**src/rtl/fetch_queue.sv**
```systemverilog
// fetch_queue: owns the PC and instruction memory, issues reads under a credit
// limit, carries the read data through a MEM_LAT-deep pipeline and buffers it
// in a small prefetch FIFO that decode drains with a valid/ready handshake.
module fetch_queue #(
  parameter int              XLEN       = 32,
  parameter int              IMEM_WORDS = 32,
  parameter int              DEPTH      = 4,
  parameter int              MEM_LAT    = 1,
  parameter logic [XLEN-1:0] RESET_PC   = '0,
  parameter logic [XLEN-1:0] NOP        = '0
) (
  input  logic                          clk,
  input  logic                          rst,
  input  logic                          redirect_valid,
  input  logic [XLEN-1:0]               redirect_target,
  input  logic                          inst_ready,
  output logic                          inst_valid,
  output logic [XLEN-1:0]               inst,
  output logic [XLEN-1:0]               inst_pc,
  output logic [$clog2(DEPTH):0]        fifo_count,
  input  logic                          prog_we,
  input  logic [$clog2(IMEM_WORDS)-1:0] prog_addr,
  input  logic [XLEN-1:0]               prog_data
);

  localparam int AW = $clog2(IMEM_WORDS);
  localparam int PW = $clog2(DEPTH);
  localparam int CW = PW + 1;

  // Power-up content of the instruction store; reset leaves it untouched so a
  // loaded program survives a reset.
  logic [XLEN-1:0] mem [IMEM_WORDS] = '{default: NOP};

  logic [XLEN-1:0] pc;
  logic [AW-1:0]   rd_idx;
  logic [XLEN-1:0] rd_word;
  logic            issue;
  logic [2:0]      inflight;
  logic [CW+1:0]   credit_used;

  logic            push_valid;
  logic [XLEN-1:0] push_inst;
  logic [XLEN-1:0] push_pc;
  logic            push;
  logic            pop;

  logic [XLEN-1:0] buf_inst [DEPTH];
  logic [XLEN-1:0] buf_pc   [DEPTH];
  logic [PW-1:0]   wr_ptr;
  logic [PW-1:0]   rd_ptr;
  logic [CW-1:0]   count;

  assign rd_idx  = pc[AW+1:2];
  assign rd_word = mem[rd_idx];

  // Credit check counts queued plus in-flight entries; a same-cycle pop is not
  // credited, which keeps the FIFO from ever being pushed while full.
  always_comb begin
    credit_used = (CW+2)'(count) + (CW+2)'(inflight);
    issue       = !redirect_valid && (credit_used < (CW+2)'(DEPTH));
  end

  // Program counter: reset, then redirect, then sequential advance on issue.
  always_ff @(posedge clk) begin
    if (!rst)
      pc <= RESET_PC;
    else if (redirect_valid)
      pc <= redirect_target & ~XLEN'(3);
    else if (issue)
      pc <= pc + XLEN'(4);
  end

  // Loader write port; a read of the same word this cycle still sees old data.
  always_ff @(posedge clk) begin
    if (rst && prog_we)
      mem[prog_addr] <= prog_data;
  end

  generate
    if (MEM_LAT == 1) begin : g_direct
      assign push_valid = issue;
      assign push_inst  = rd_word;
      assign push_pc    = pc;
      assign inflight   = 3'd0;
    end else begin : g_line
      logic [MEM_LAT-2:0] dv;
      logic [XLEN-1:0]    di [MEM_LAT-1];
      logic [XLEN-1:0]    dp [MEM_LAT-1];

      // Valid bits of the read pipeline; reset and redirect kill every stage.
      always_ff @(posedge clk) begin
        if (!rst || redirect_valid)
          dv <= '0;
        else begin
          dv[0] <= issue;
          for (int i = 1; i < MEM_LAT-1; i++)
            dv[i] <= dv[i-1];
        end
      end

      // Word and PC ride along with their valid bit.
      always_ff @(posedge clk) begin
        di[0] <= rd_word;
        dp[0] <= pc;
        for (int i = 1; i < MEM_LAT-1; i++) begin
          di[i] <= di[i-1];
          dp[i] <= dp[i-1];
        end
      end

      // Number of issued reads not yet written into the FIFO.
      always_comb begin
        inflight = 3'd0;
        for (int i = 0; i < MEM_LAT-1; i++)
          inflight = inflight + 3'(dv[i]);
      end

      assign push_valid = dv[MEM_LAT-2];
      assign push_inst  = di[MEM_LAT-2];
      assign push_pc    = dp[MEM_LAT-2];
    end
  endgenerate

  assign push = push_valid && !redirect_valid;
  assign pop  = inst_valid && inst_ready;

  // FIFO pointers and occupancy; redirect empties the queue like reset does.
  always_ff @(posedge clk) begin
    if (!rst || redirect_valid) begin
      wr_ptr <= '0;
      rd_ptr <= '0;
      count  <= '0;
    end else begin
      if (push)
        wr_ptr <= wr_ptr + PW'(1);
      if (pop)
        rd_ptr <= rd_ptr + PW'(1);
      unique case ({push, pop})
        2'b10:   count <= count + CW'(1);
        2'b01:   count <= count - CW'(1);
        default: count <= count;
      endcase
    end
  end

  // FIFO storage; only the pointers need clearing.
  always_ff @(posedge clk) begin
    if (push) begin
      buf_inst[wr_ptr] <= push_inst;
      buf_pc[wr_ptr]   <= push_pc;
    end
  end

  // Head outputs are forced to zero while empty so they read 0 out of reset.
  always_comb begin
    inst_valid = (count != '0);
    inst       = inst_valid ? buf_inst[rd_ptr] : '0;
    inst_pc    = inst_valid ? buf_pc[rd_ptr]   : '0;
    fifo_count = count;
  end

endmodule

```
**config.mk**
```make
export PLATFORM = sky130hd
export DESIGN_NAME = fetch_queue
export DESIGN_NICKNAME = d
export VERILOG_FILES = /design/src/rtl/fetch_queue.sv
export SDC_FILE = /design/constraint.sdc
export NUM_CORES = 1
export LEC_CHECK = 0
export ABC_CLOCK_PERIOD_IN_PS = 3000
export BUFFER_PORTS_ARGS = -buffer_cell sky130_fd_sc_hd__buf_2
export CAP_MARGIN = 20
export CORE_AREA = 2 2 393 239
export DETAILED_ROUTE_END_ITERATION = 8
export DIE_AREA = 0 0 395 241
export PLACE_DENSITY = 0.74
export SLEW_MARGIN = 0
export SYNTH_ARGS = -nofsm -noshare
export SYNTH_HDL_FRONTEND = slang
export SYNTH_SLANG_ARGS = --single-unit
```
**constraint.sdc**
```tcl
create_clock -name clk -period 3 [get_ports clk]
set_input_delay 0.3 -clock clk [delete_from_list [all_inputs] [get_ports clk]]
set_output_delay 0.3 -clock clk [all_outputs]
set_load 0.005 [all_outputs]
```
# [Word-level counts from Yosys, hierarchy flattened]
# Memory sizes are Yosys's and may differ from the RTL's. A register that Yosys moved wholly into a read port is not among the register bits.
# Index checks and enable logic that the tools add are counted.
[totals] register_bits=39 elab_cells=43 out_inout_bits=68 ram_bits=1280 n_memories=3
[mem_list] name="mem" depth=32 word_bits=32 rd=1 rd_clocked_by_memory_dff=1 wr=1 line_no="32" rtl="logic [XLEN-1:0] mem [IMEM_WORDS] = '{default: NOP};"
[mem_list] name="buf_inst" depth=4 word_bits=32 rd=1 rd_clocked_by_memory_dff=1 wr=1 line_no="47" rtl="logic [XLEN-1:0] buf_inst [DEPTH];"
[mem_list] name="buf_pc" depth=4 word_bits=32 rd=1 rd_clocked_by_memory_dff=1 wr=1 line_no="48" rtl="logic [XLEN-1:0] buf_pc [DEPTH];"
[op_classes] n_mux=15 n_lt_le_gt_ge=1 n_reduce_logical=11 addsub=5 eq_ne=2 bitwise_logic=1
[op_table] operator="$mux 32" count=4
[op_table] operator="$add 32x3->32 const B" count=1
[op_table] operator="$mux 5" count=2
[op_table] operator="$mux 2" count=4
[op_table] operator="$pmux 3 s2" count=1
[op_table] operator="$add 2x1->2 const B" count=2
[op_table] operator="$logic_and 1x1->1" count=4
[op_table] operator="$mux 1" count=4
[op_table] operator="$reduce_bool 2->1" count=2
[op_table] operator="$add 3x1->3 const B" count=1
[op_table] operator="$lt 3x3->1 const B" count=1
[op_table] operator="$reduce_bool 3->1" count=1
[op_table] operator="$sub 3x1->3 const B" count=1
[op_table] operator="$eq 2x1->1 const B" count=1
[op_table] operator="$eq 2x2->1 const B" count=1
[op_table] operator="$logic_not 1->1" count=2
[op_table] operator="$reduce_or 2->1" count=1
[op_table] operator="$logic_or 1x1->1" count=1
[op_table] operator="$not 1->1" count=1

# [Longest topological paths before layout]
# Gate-level depths: netlist of the first run.
[depth] ltp_word=6 ltp_mapped=10

# [Worst setup path after synthesis of the first run]
# Ideal clock, no wire load.
[synth_timing] path_kind="input to register" start="input port rst" end="memory mem[22][0] (enable)" arrival_time_ps=2500 path_buffers=2 required_ps=2579 path_stages=4 setup_ps=421 setup_slack_ps=78 cell_sequence="clkbuf_1 -> clkbuf_1 -> nand4b_1 -> nor2_1"
[synth_via] elab_chain_len=3
[synth_rtl] item="from (decl)" line_no="13" rtl="input logic rst,"
[synth_rtl] item="$logic_and 1x1->1" line_no="75" rtl="if (rst && prog_we)"
[synth_rtl] item="$mux 1" line_no="75"
[synth_rtl] item="$mux 1 (not written as such)" line_no="76" rtl="mem[prog_addr] <= prog_data;"
[synth_rtl] item="to (decl)" line_no="32"
# No other way between the ends.

# [Final worst setup path of the first run]
[layout_timing] start="register count[2] (netlist: fifo_count[2])" end="output port inst_pc[11]"
[layout_via] elab_chain_len=2
[layout_rtl] item="from (decl)" line_no="51" rtl="logic [CW-1:0] count;"
[layout_rtl] item="from (signal assigned)" line_no="139" rtl="2'b10: count <= count + CW'(1);"
[layout_rtl] item="from (signal assigned)" line_no="140" rtl="2'b01: count <= count - CW'(1);"
[layout_rtl] item="from (signal assigned)" line_no="141" rtl="default: count <= count;"
[layout_rtl] item="$reduce_bool 3->1" line_no="156" rtl="inst_valid = (count != '0);"
[layout_rtl] item="$mux 32" line_no="158" rtl="inst_pc = inst_valid ? buf_pc[rd_ptr] : '0;"
[layout_rtl] item="to (decl)" line_no="19" rtl="output logic [XLEN-1:0] inst_pc,"
# No other way between the ends.

==> key figures, run 1 <==
Synthesis
  • Mapped Cells: between 2,000 and 2,500
  • Asr flop ratio synth: 0
  • Synth Register Bits: 1,316
  • Post-synth top flop: edfxtp_1
  • Post-Syn Area per Cell: between 20 and 25 µm²
  • Yosys cell types: 56
  • Count of flip-flops with a built-in enable after synthesis: 1,272
  • Sequential fraction of the synthesis area: 0.7801
  • Post-Syn Area: ~50,000 µm²
  • Syn. warnings: 0

Placement
  • Port Buf Inserts: 137
  • Detailed Place HPWL: 67,680 µm
  • Placement Cell Area: around 53,000 µm²
  • Pre-CTS setup slack: 0.4127 ns
  • GP Congestion: 0.8296

CTS
  • CTS tree: yes
  • Root Buffer Master: clkbuf_16
  • Clock Tree Buf Depth: 3
  • H-tree levels: 3
  • Number of CTS-inserted buffers: 108
  • Setup Buffers After CTS: 0
  • CTS sink count: 1,316
  • Clk pin slew, worst setup/hold paths: 0.07 ns
  • Resized Gates After CTS: 0
  • Worst-Skew Late Latency: 0.70 ns

Global route
  • Global route overflow: 0
  • Antenna violations before repair: 4
  • Total track usage: 0.2526
  • Pin count of the biggest net entering global routing: 65
  • Number of global-route vias before repair: 24,880
  • First-pass GRT wire length: 172,000 µm

Cells and area
  • Final instance area: 57,230 µm²
  • Layout Nets: 2,630
  • P&R area growth vs syn: 14.24%
  • Share of cells above drive strength 1: 0.2994
  • Multi-input logic area: 10,570 µm²
  • Register area: between 30,000 and 40,000 µm²
  • # fillers: slightly below 6,000

Floorplan
  • Core ar.: around 90,000 µm²
  • Die width: 395 µm
  • Full die area: 95,200 µm²
  • Placement row count: 86
  • Die H: ~240 µm
  • Ports: around 140
  • Initial Util: 0.5484

Setup path
  • CP required: 2.70 ns
  • CP bufs+invs: 2
  • CP cell instances: or3_2 -> buf_4 -> and2_1 -> buf_2
  • Reg-to-reg endpoint: buf_inst[0][29]
  • R2r setup slk: 0.32 ns
  • Crit Path Max Fanout: 64
  • Family with the most delay on the worst path: buffers and inverters
  • Critical Path Slowest Stage Cell: dfxtp_1
  • Worst Setup End Kind: primary output
  • CP Launch Type: flop
  • Reg2Reg Depth: 5
  • Delay of the slowest critical-path stage: 0.60 ns
  • Kind of critical path: flop to primary output
  • Arr. time, crit path: 2.49 ns

Timing
  • Tightest Pin Transition: 0.9824 ns
  • Tcrit/Tclk final: 0.9316
  • Clock skew: 0.02731 ns
  • Max-slew violations: 0
  • Max Clk Rate: about 360 MHz
  • Setup ws final: 0.2052 ns
  • Fin crit period: 2.795 ns
  • Relative slew slack: 0.3390
  • RSZ-0062 raised after global routing: false
  • # setup viols final: 0
  • Final hold violation count: 0
  • Setup_tns: 0 ns

Hold path
  • Hold Path Depth: 3
  • Worst Hold Path EP: pc[24]
  • Hold Startpoint: redirect_valid
  • HP Class: primary input to flop

Pwr
  • Leakage: 17.92 nW
  • Worst VDD drop: between 0.0007 and 0.0008 V
  • Cell area power density: 649.5 nW/µm²

Detailed routing
  • Vias per inst: 6.505
  • Metal2 WL: 54,610 µm
  • Top layer in use: met5
  • Iter 0 DRT Violations: 3,237
  • Wire per inst: between 30 and 40 µm
  • ANT nets after route: 0
  • First drt pass iteration count: 6
  • Met3 Wirelength: 15,210 µm
  • Final wirelength: 119,600 µm
  • DRC Markers: 0
  • Vias: around 25,000
  • Post-route met1 wirelength: 46,730 µm

Outcome
  • Status: completed

Flow run
  • Max-cap violations: 0
-- report_power, final --
| part | switching (mW) | leakage, nW | internal (mW) | total (mW) |
|---|---|---|---|---|
| sequential | 0.169 | 11.9 | 20.5 | 20.7 |
| clock | 6.39 | 1.69 | 7.69 | 14.1 |
| combinational | 1.35 | 4.36 | 1.05 | 2.40 |
| total | 7.91 | 17.9 | 29.3 | 37.2 |
-- cell usage in the layout (no fill, tap or decap), drive strengths merged, types with 6 or more instances in the layout --
cell            n
clkinv         41
nor4           37
or4             8
dlygate4sd3    31
ha              6
nand2          26
nand2b          7
a31oi           8
a21oi           6
xnor2           6
edfxtp       1272
o31ai           7
clkbuf        140
bufinv         10
o211a           8
nand4          14
nand3          17
mux4          318
or3             9
dfxtp          44
o21ai          23
and2           70
o22ai         128
inv            13
buf           266
nand3b          7
xor2           10
nor2           51
-- state kept, by name (all words and copies together) (netlist names), named ones only --
register    flops
rd_ptr          2
mem          1024
buf_pc        120
buf_inst      128
wr_ptr          2
pc             30
fifo_count      3
-- layer usage --
metal / global-route usage / vias up
li1: - / 10190
met1: 0.3700 / 13150
met2: 0.3788 / 1659
met3: 0.06967 / 201
met4: 0.07055 / 2
met5: 0 / -
-- kinds of logic after synthesis --
| family | after synthesis | synth area share |
|---|---|---|
| muxes | 320 | 0.1434 |
| DFF | 1316 | 0.7801 |
| buffers and inverters | 137 | 0.01441 |
| other | 1 | 0.00007486 |
| adders and majority gates | 7 | 0.001898 |
| AOI/OAI and AO/OA | 195 | 0.02515 |
| and+or+nand+nor | 277 | 0.03224 |
| xor gates and xnor gates | 16 | 0.002797 |
-- worst register-to-register path, delay by kind of cell (launching register included) --
family,cells,cell delay (ns)
DFF,1,0.47
buffers and inverters,2,0.55
and+or+nand+nor,2,1.40
AOI/OAI and AO/OA,1,0.11
-- worst max-delay path by stage --
stage / start / end / slack [ns] / depth (start not counted)
global route: flop / inst[17] / 0.06 / 4
global placement: flop / buf_inst[0][29] / 0.44 / 5
CTS: flop / inst[29] / 0.13 / 4
floorplan: rst / mem[22][0] / 0.08 / 4
detailed placement: flop / buf_inst[2][29] / 0.41 / 5
finish: fifo_count[2] / inst_pc[11] / 0.21 / 4
-- stage by stage --
step,total power [mW],instances,utilization,hold slack (ns)
detailed placement,23.43,3640,0.5850,0.5294
global placement,23.31,3640,0.5850,0.5161
floorplan,22.42,2270,-,0.3989
global route,38.19,3873,0.6264,0.07699
finish,37.17,3874,0.6264,0.07509
CTS,37.35,3871,0.6263,0.01475
-- layout make-up --
type                    count  share of cell area
repair buffers            297             0.04395
multi-input cells         817              0.1847
clock inverters            60             0.01004
flip-flops and latches   1316              0.6831
diodes                      3           0.0001312
well taps                1232             0.02694
inverters                   9           0.0005903
clock buffers             140             0.05061
-- cells in the mapped netlist, types with 5 or more instances --
cell type  count  area, µm²
edfxtp_1    1272      38200
mux4_2       318       7162
o22ai_1      128      800.8
and2_1        70      437.9
clkbuf_1      56      210.2
nor2_1        51      191.4
dfxtp_1       44      880.8
buf_2         40      200.2
nor4_1        37      231.5
nand2_1       26      97.59
o21ai_0       23      115.1
nand3_1       17      85.08
buf_4         15      112.6
buf_6         13      146.4
nand4_1       10      62.56
xor2_1        10      87.58
inv_1          9      33.78
or3_1          9      56.30
a31oi_1        8      50.05
o211a_1        8      80.08
or4_1          8      60.06
nand2b_1       7      43.79
nand3b_1       7      52.55
o31ai_1        7      52.55
a21oi_1        6      30.03
ha_1           6      75.07
xnor2_1        6      52.55
and3_1         5      31.28
-- repair_timing --
action / in CTS / in global routing
endpoints found under the hold margin: 37 / 0
setup endpoints to repair: 0 / 0
hold buffers: 31 / 0
Power figures use the tool's default switching activity.
==> inputs of run 2 (changes only) <==
Settings changed: CORE_AREA 2 2 393 239 to 3 3 394 240, DIE_AREA 0 0 395 241 to 0 0 397 243.
==> run 2 against run 1 <==
Against the previous run: cell count is 0.62% higher; sequential share of layout area shrank 0.30 points; cell area grew 0.45%; global-route usage is 0.35 points higher; largest power group unchanged; highest routed layer unchanged; total power rose by 1.2%; wire length rose by 1.9%; clock power barely moved; flip-flop and latch count is the same; utilization rose by 0.28 points; via count rose by 0.64%.
==> key figures, run 2 (synthesis results as in run 1) <==
CTS
  • Resized Gates After CTS: 0 (unchanged)
  • Clk pin slew, worst setup/hold paths: 0.07 ns (about the same)
  • H-tree levels: 3 (unchanged)
  • Worst-Skew Late Latency: 0.71 ns (about the same)
  • Clock Tree Buf Depth: 3 (unchanged)
  • Root Buffer Master: clkbuf_16
  • CTS sink count: 1,316 (unchanged)
  • CTS tree: yes
  • Number of CTS-inserted buffers: 109 (+0.93%)

Placement
  • Port Buf Inserts: 137 (unchanged)
  • GP Congestion: 0.8391 (+1.1%)
  • Detailed Place HPWL: 73,130 µm (+8.1%)
  • Pre-CTS setup slack: 0.2414 ns (-0.1713 ns)

Pwr
  • Worst VDD drop: 0.0005725 V (-24%)
  • Leakage: 18.09 nW (+0.95%)
  • Tot Pwr: 37.61 mW (+1.2%)
  • Cell area power density: 654.3 nW/µm² (+0.74%)

Detailed routing
  • DRC Markers: 0 (unchanged)
  • Vias: 25,360 (+0.64%)
  • Vias per inst: 6.506 (about the same)
  • First drt pass iteration count: 5 (-1)
  • Final wirelength: 121,800 µm (+1.9%)
  • ANT nets after route: 0 (unchanged)
  • Wire per inst: 31.25 µm (+1.3%)
  • Iter 0 DRT Violations: 3,358 (+3.7%)

Global route
  • Number of global-route vias before repair: 25,490 (+2.5%)
  • Total track usage: 0.2561 (+0.003543)
  • Antenna violations before repair: 5 (+1)
  • Global route overflow: 0 (unchanged)
  • Gr busiest metal: met1
  • First-pass GRT wire length: 178,400 µm (+3.7%)
  • Met1 Use GR: 0.3968 (+0.02685)
  • Pin count of the biggest net entering global routing: 65 (unchanged)
  • Met3 Use GR: 0.06546 (-0.004214)
  • Met2 global-route usage: 0.3694 (-0.009407)

Timing
  • Final hold violation count: 0 (unchanged)
  • Fin crit period: 2.974 ns (+0.1794 ns)
  • Clock skew: 0.02432 ns (-0.002985 ns)
  • Setup_tns: 0 ns (unchanged)
  • Tightest Pin Transition: 0.9656 ns (-0.01678 ns)
  • Max-slew violations: 0 (unchanged)
  • Max Clk Rate: 336.2 MHz (-6.0%)
  • # setup viols final: 0 (unchanged)
  • Setup ws final: 0.02574 ns (-0.1794 ns)
  • Relative slew slack: 0.3503 (+0.01129)
  • RSZ-0062 raised after global routing: false
  • Tcrit/Tclk final: 0.9914 (+0.05981)
  • Hold slack final: 0.07568 ns (+0.0005873 ns)

Floorplan
  • Placement row count: 86 (unchanged)
  • Die H: 243 µm (+0.83%)
  • Initial Util: 0.5484 (unchanged)
  • Ports: 142 (unchanged)
  • Die width: 397 µm (+0.51%)
  • Core ar.: 91,360 µm² (unchanged)
  • Full die area: 96,470 µm² (+1.3%)

Flow run
  • Max-cap violations: 0 (unchanged)

Cells and area
  • P&R area growth vs syn: 14.75%
  • Final core area utilization: 0.6292 (+0.002794)
  • Most common cell after layout, fill and taps aside: edfxtp_1
  • Max reg flops: 1,024 (unchanged)
  • Largest registers: mem: 1024 flops, buf_inst: 128 flops, buf_pc: 120 flops
  • # fillers: 5,845 (-0.43%)
  • Biggest register: mem
  • Layout Nets: 2,650 (+0.76%)
  • Share of cells above drive strength 1: 0.3082 (+0.008827)
  • Highest-count cells in the layout ignoring fill and taps: 1,272 x edfxtp_1, 318 x mux4_2, 137 x buf_2

Setup path
  • Kind of critical path: flop to flop
  • CP required: 3.55 ns (+0.85 ns)
  • Worst Setup End Kind: flop
  • Crit Path Max Fanout: 15 (-77%)
  • CP Launch Type: flop
  • Arr. time, crit path: 3.52 ns (+1.03 ns)

Hold path
  • HP Class: primary input to flop

Outcome
  • Status: completed
[run 2: cell types whose count changed in the layout (fill, tap and decap cells not counted), sizes merged]
cell         delta
buf            +21
bufinv          +4
clkbuf          -4
clkinv          +8
clkinvlp        -2
diode           -1
dlygate4sd3     -2
[run 2: cell type report]
type                    count  area, µm²  share of cell area
repair buffers            316       2615             0.04549
flip-flops and latches   1316      39090              0.6800
diodes                      2      5.005          0.00008707
clock buffers             136       2903             0.05050
well taps                1232       1541             0.02682
inverters                   9      33.78           0.0005877
multi-input cells         817      10590              0.1842
clock inverters            70      706.9             0.01230
[run 2: worst paths after layout]
kind	end	start	slack, ns	cells past startpoint
worst max-delay path	buf_inst[3][29]	flop	0.03	5
worst min-delay path	pc[21]	redirect_target[21]	0.08	3
worst max register to register	buf_inst[3][29]	flop	0.03	5
worst min register to register	rd_ptr[1]	rd_ptr[1]	0.53	2
[run 2: repair_timing]
action,CTS,global route
hold buffers,29,0
hold endpoints to repair,34,0
setup buffers,0,0
[run 2: per-layer routing]
layer / vias up / share of wire
met5: - / 0.00025
li1: 10240 / -
met3: 192 / 0.13
met2: 1655 / 0.45
met4: 4 / 0.022
met1: 13270 / 0.40
[run 2: per-stage QoR]
stage	std cells	area (µm²)
after floorplan	2270	50100
after global placement	3661	53580
after detailed placement	3661	53580
after CTS	3896	57480
after global routing	3897	57480
final	3898	57480
[run 2: worst max-delay path: stages, from the launching register on]
cell,delay (ns)
dfxtp_1,0.50
or3b_2,0.65
buf_4,0.42
o22ai_1,0.11
nor4_1,0.83
buf_4,0.30
[run 2: power breakdown]
| group | leakage [nW] | internal [mW] | switching (mW) |
|---|---|---|---|
| logic | 4.45 | 1.09 | 1.39 |
| clock network | 1.77 | 8.08 | 6.37 |
| registers | 11.9 | 20.5 | 0.176 |
| total | 18.1 | 29.7 | 7.93 |
